[src/rtl/uart_pkg.sv]
// Shared types and header packing for the UART TX scheduler.
package uart_pkg;

   typedef enum logic [1:0] {
      IDLE,
      HDR,
      DATA
   } tx_sched_state_t;

   localparam int HDR_ID_W  = 3;
   localparam int HDR_LEN_W = 5;

   function automatic logic [7:0] hdr_pack(
      input logic [HDR_ID_W-1:0]  id,
      input logic [HDR_LEN_W-1:0] len_m1
   );
      return {id, len_m1};
   endfunction

endpackage

[src/rtl/rr_arbiter.sv]
// Combinational round-robin pick; search starts one past last_id.
module rr_arbiter
   import uart_pkg::*;
#(
   parameter int N = 4
) (
   input  logic [N-1:0]          req,
   input  logic [HDR_ID_W-1:0]   last_id,
   output logic [HDR_ID_W-1:0]   winner_id,
   output logic                  any
);

   // Scan farthest offset first so the nearest requester overwrites.
   always_comb begin
      winner_id = '0;
      any       = 1'b0;
      for (int k = N; k >= 1; k--) begin
         for (int j = 0; j < N; j++) begin
            if (req[j] && (j == (int'(last_id) + k) % N)) begin
               winner_id = HDR_ID_W'(j);
               any       = 1'b1;
            end
         end
      end
   end

endmodule

[src/rtl/uart_tx_sched.sv]
// Round-robin packet scheduler feeding the UART TX FIFO write port.
module uart_tx_sched
   import uart_pkg::*;
#(
   parameter int N_REQ = 4
) (
   input  logic                 clk,
   input  logic                 rst_n,
   input  logic [N_REQ-1:0]     req,
   input  logic [N_REQ*5-1:0]   req_len,
   input  logic [N_REQ*8-1:0]   src_data,
   input  logic [N_REQ-1:0]     src_valid,
   output logic [N_REQ-1:0]     src_ready,
   output logic [N_REQ-1:0]     done,
   output logic [7:0]           tx_data_in,
   output logic                 tx_wr_en,
   input  logic                 tx_full,
   output logic                 busy,
   output logic [HDR_ID_W-1:0]  grant_id
);

   tx_sched_state_t       state_q, state_d;
   logic [HDR_ID_W-1:0]   grant_q, grant_d;
   logic [HDR_LEN_W-1:0]  len_q, len_d;
   logic [HDR_ID_W-1:0]   last_q, last_d;

   logic [HDR_ID_W-1:0]   win_id;
   logic                  win_any;
   logic [HDR_LEN_W-1:0]  win_len;
   logic [7:0]            cur_data;
   logic                  cur_valid;

   rr_arbiter #(.N(N_REQ)) u_arb (
      .req       (req),
      .last_id   (last_q),
      .winner_id (win_id),
      .any       (win_any)
   );

   always_comb begin
      win_len   = '0;
      cur_data  = '0;
      cur_valid = 1'b0;
      for (int i = 0; i < N_REQ; i++) begin
         if (win_id == HDR_ID_W'(i))
            win_len = req_len[5*i +: 5];
         if (grant_q == HDR_ID_W'(i)) begin
            cur_data  = src_data[8*i +: 8];
            cur_valid = src_valid[i];
         end
      end
   end

   always_comb begin
      state_d    = state_q;
      grant_d    = grant_q;
      len_d      = len_q;
      last_d     = last_q;
      tx_data_in = '0;
      tx_wr_en   = 1'b0;
      src_ready  = '0;
      done       = '0;
      unique case (state_q)
         IDLE: begin
            if (win_any) begin
               grant_d = win_id;
               len_d   = win_len;
               state_d = HDR;
            end
         end
         HDR: begin
            tx_data_in = hdr_pack(grant_q, len_q);
            tx_wr_en   = !tx_full;
            if (!tx_full)
               state_d = DATA;
         end
         DATA: begin
            tx_data_in = cur_data;
            tx_wr_en   = cur_valid && !tx_full;
            for (int i = 0; i < N_REQ; i++) begin
               if (grant_q == HDR_ID_W'(i)) begin
                  src_ready[i] = !tx_full;
                  done[i]      = tx_wr_en && (len_q == '0);
               end
            end
            if (tx_wr_en) begin
               if (len_q == '0) begin
                  last_d  = grant_q;
                  state_d = IDLE;
               end else begin
                  len_d = len_q - 1'b1;
               end
            end
         end
         default: state_d = IDLE;
      endcase
   end

   always_ff @(posedge clk or negedge rst_n) begin
      if (!rst_n) begin
         state_q <= IDLE;
         grant_q <= '0;
         len_q   <= '0;
         last_q  <= HDR_ID_W'(N_REQ-1);
      end else begin
         state_q <= state_d;
         grant_q <= grant_d;
         len_q   <= len_d;
         last_q  <= last_d;
      end
   end

   assign busy     = (state_q != IDLE);
   assign grant_id = grant_q;

endmodule

[config.mk]
export PLATFORM = sky130hd
export DESIGN_NAME = uart_tx_sched
export DESIGN_NICKNAME = d
export VERILOG_FILES = /design/src/rtl/uart_pkg.sv /design/src/rtl/rr_arbiter.sv /design/src/rtl/uart_tx_sched.sv
export SDC_FILE = /design/constraint.sdc
export NUM_CORES = 1
export LEC_CHECK = 0
export CAP_MARGIN = 20
export CORE_UTILIZATION = 35
export DETAILED_ROUTE_END_ITERATION = 12
export PLACE_DENSITY_LB_ADDON = 0.05
export SETUP_SLACK_MARGIN = 0.15
export SKIP_LAST_GASP = 1
export SLEW_MARGIN = 20
export SYNTH_ARGS = -nofsm -noshare
export SYNTH_HDL_FRONTEND = slang
export SYNTH_SLANG_ARGS = --single-unit
[constraint.sdc]
create_clock -name clk -period 6.19 [get_ports clk]
set_input_delay 1.238 -clock clk [delete_from_list [all_inputs] [get_ports clk]]
set_output_delay 1.238 -clock clk [all_outputs]
set_load 0.05 [all_outputs]
==> reports/metrics.yaml <==
cts_root_buf: "clkbuf_8"
synth_largest_area_cell: "dfrtp_1"
critPathTopFamily: "buffers and inverters"
cp.arrival_ns: 3.24
wl_met2_um: 1720
grt_pass1_wl_um: 6430
startpoint: "src_valid[1]"
power.static_leakage_nw: 0.854
required_ns: 4.95
grt_pass1_vias: 1426
critPathMaxFanout: 6
status: "finished clean"
wl_per_cell_um: 13.4
setup.worst_path.end: "done[0]"
cts_tree: "yes"
drc: 0
synth_nets: 240
min_period_ns: 4.48
antenna_cells: 0
avgSynthCellArea_um2: 8.19
r2r_slack_ns: 3.81
grt_start_max_net_pins: 20
netlist_area_um2: 1420
dp_hpwl_um: 3180
cts_buffers: 3
synth_cells: 173
hold_viol: 0
p_per_area_nw_per_um2: 366
grt_usage_pct: 19.1
ys_types: 47
die_y_um: 65.6
multiInputGateArea_um2: 1020
worst_ir_drop_vdd_uv: 119
crit_top_cell: "clkdlybuf4s50_1"
post-route-period-util_pct: 72.3
coreArea_um2: 3770
clock_latency_ns: 0.23
final-max-slew-violation-count: 0
maxUsedRoutingLayer: "met4"
r2r-start: "grant_id[0]"
io_pins: 84
die_area_um2: 4310
yosysSeqAreaShare_pct: 19.6
ys_warn_count: 0
setup-tns-final_ns: 0
synth_top_area_share_pct: 15.9
maxSlewHeadroom_pct: 44.4
cp_slowest_cell: "clkdlybuf4s50_1"
setup_viol: 0
final_cell_mix: "82 x clkdlybuf4s50_1, 15 x inv_1, 14 x nor2b_1, 14 x nand2_1"
seq_area_um2: 278
vias: 1555
cts.htree.levels: 1
path_buf_inv: 2
clk_pin_slew_ns: 0.05
n_fill_cell: 345
max_stage_delay_ns: 0.83
grt_overflow: 0
async_reset_ff_share_pct: 100
timing.reg2reg.worst_path_depth: 5
final_common_cell: "clkdlybuf4s50_1"
fmax_ghz: 0.223
post-cts-setup-buffers: 0
syn_to_final_growth_pct: 60.6
cap_viol_max_count: 0
crit_chain: "clkdlybuf4s50_1 > mux4_2 > nand3_1 > nor3_1 > clkdlybuf4s50_1"
initial_core_util_pct: 37.6
fin_skew_ns: 0.00431
worst_setup_path_end_kind: "primary output"
layout.nets: 314
holdWs_ns: 0.570
synth.ff_latch_count: 11
die_x_um: 65.6
rsz0062_at_grt: "no"
m1WireLength_um: 1840
r2r_end: "len_q[2]"
rows: 22
wl_um: 3930
hold_path_class: "reg2reg"
globalplace.congestion: 0.793
synth_flop_cell: "dfrtp_1"
dr.first_iter.drc_count: 40
cts_resized: 0
synth_edf_count: 0
worstMarginPinSlew_ns: 0.834
route.met3.wl_um: 344
port_buffers: 82
grt_antenna_before_repair: 0
viasPerCell: 5.29
cp_num_cells: 5
worstSetupPathType: "in2out"
clock_sinks: 11
synth.area.top_cells: "dfrtp_1 16%, mux4_2 13%, nor2b_1 6.2%"
dr.pass1.iters: 4
drive_gt1_share_pct: 9.76
drtAntennaViolNets: 0
cts_max_path_buffers: 2
cp-start-kind: "input pin"
postCtsHoldBufs: 0
==> cell usage after synthesis, drive strengths merged (4+ instances only) <==
master / number
nor3: 6
clkbuf: 7
dfrtp: 9
nor2b: 14
inv: 15
nand2: 14
mux2i: 4
a21oi: 10
a22oi: 6
o21ai: 9
mux4: 8
a31oi: 6
ha: 4
nor2: 10
buf: 6
==> flip-flops by register name, indices dropped and copies added (netlist names) <==
signal	count
state_q	2
last_q	2
len_q	5
grant_id	2
==> layout make-up <==
| cell class | instances | area share, % |
|---|---|---|
| Sequential cell | 11 | 12.2 |
| Inverter | 15 | 2.47 |
| Clock buffer | 4 | 1.98 |
| Timing Repair Buffer | 82 | 36.0 |
| Tap cell | 48 | 2.64 |
| Multi-Input combinational cell | 134 | 44.7 |
==> where the power goes <==
group          leakage, nW  internal (W)  switching, W
Combinational        0.703      0.000270      0.000316
Clock               0.0228     0.0000449     0.0000235
Sequential           0.128      0.000105     0.0000752
Total                0.854      0.000420      0.000415
==> worst min-delay path by stage <==
| stage | from | to | slack [ns] | cells past startpoint |
|---|---|---|---|---|
| 6_report | len_q[4] | len_q[4] | 0.57 | 1 |
| 4_1_cts | len_q[4] | len_q[4] | 0.56 | 1 |
| 3_5_place_dp | len_q[4] | len_q[4] | 0.55 | 1 |
| 3_3_place_gp | len_q[4] | len_q[4] | 0.55 | 1 |
| 5_1_grt | len_q[4] | len_q[4] | 0.58 | 1 |
| 2_1_floorplan | len_q[4] | len_q[4] | 0.50 | 1 |
==> layer usage <==
metal | vias up | global-route usage (%)
li1 | 788 | -
met1 | 700 | 24.6
met2 | 65 | 32.4
met3 | 2 | 2.43
met4 | 0 | 6.52
met5 | - | 0
==> metrics by stage <==
step,cell area (µm²),power [W],utilization (%),worst slack [ns],std cells
after floorplan,1420,0.000594,-,2.19,173
after global placement,2230,0.000768,59.2,1.73,290
after detailed placement,2230,0.000771,59.2,1.72,290
after CTS,2280,0.000843,60.4,1.71,294
after global routing,2280,0.000901,60.4,1.63,294
final,2280,0.000834,60.4,1.71,294
==> kinds of logic (layout without fill, tap and decap cells) <==
logic type,count (synthesis),after routing,synth area share (%)
DFF,11,11,19.6
other,1,1,0.265
and+or+nand+nor,59,59,22.3
adders and majority gates,4,4,3.53
buffers and inverters,28,101,8.65
muxes,14,14,17.1
AOI/OAI and AO/OA,56,56,28.5
==> worst reg2reg max path, delay by kind of cell, from the launching register on <==
family | cells | cell delay, ns
AOI/OAI and AO/OA | 3 | 0.47
muxes | 1 | 0.66
and+or+nand+nor | 1 | 0.26
DFF | 1 | 0.88
Note: power is estimated with default switching activity, not from simulation.
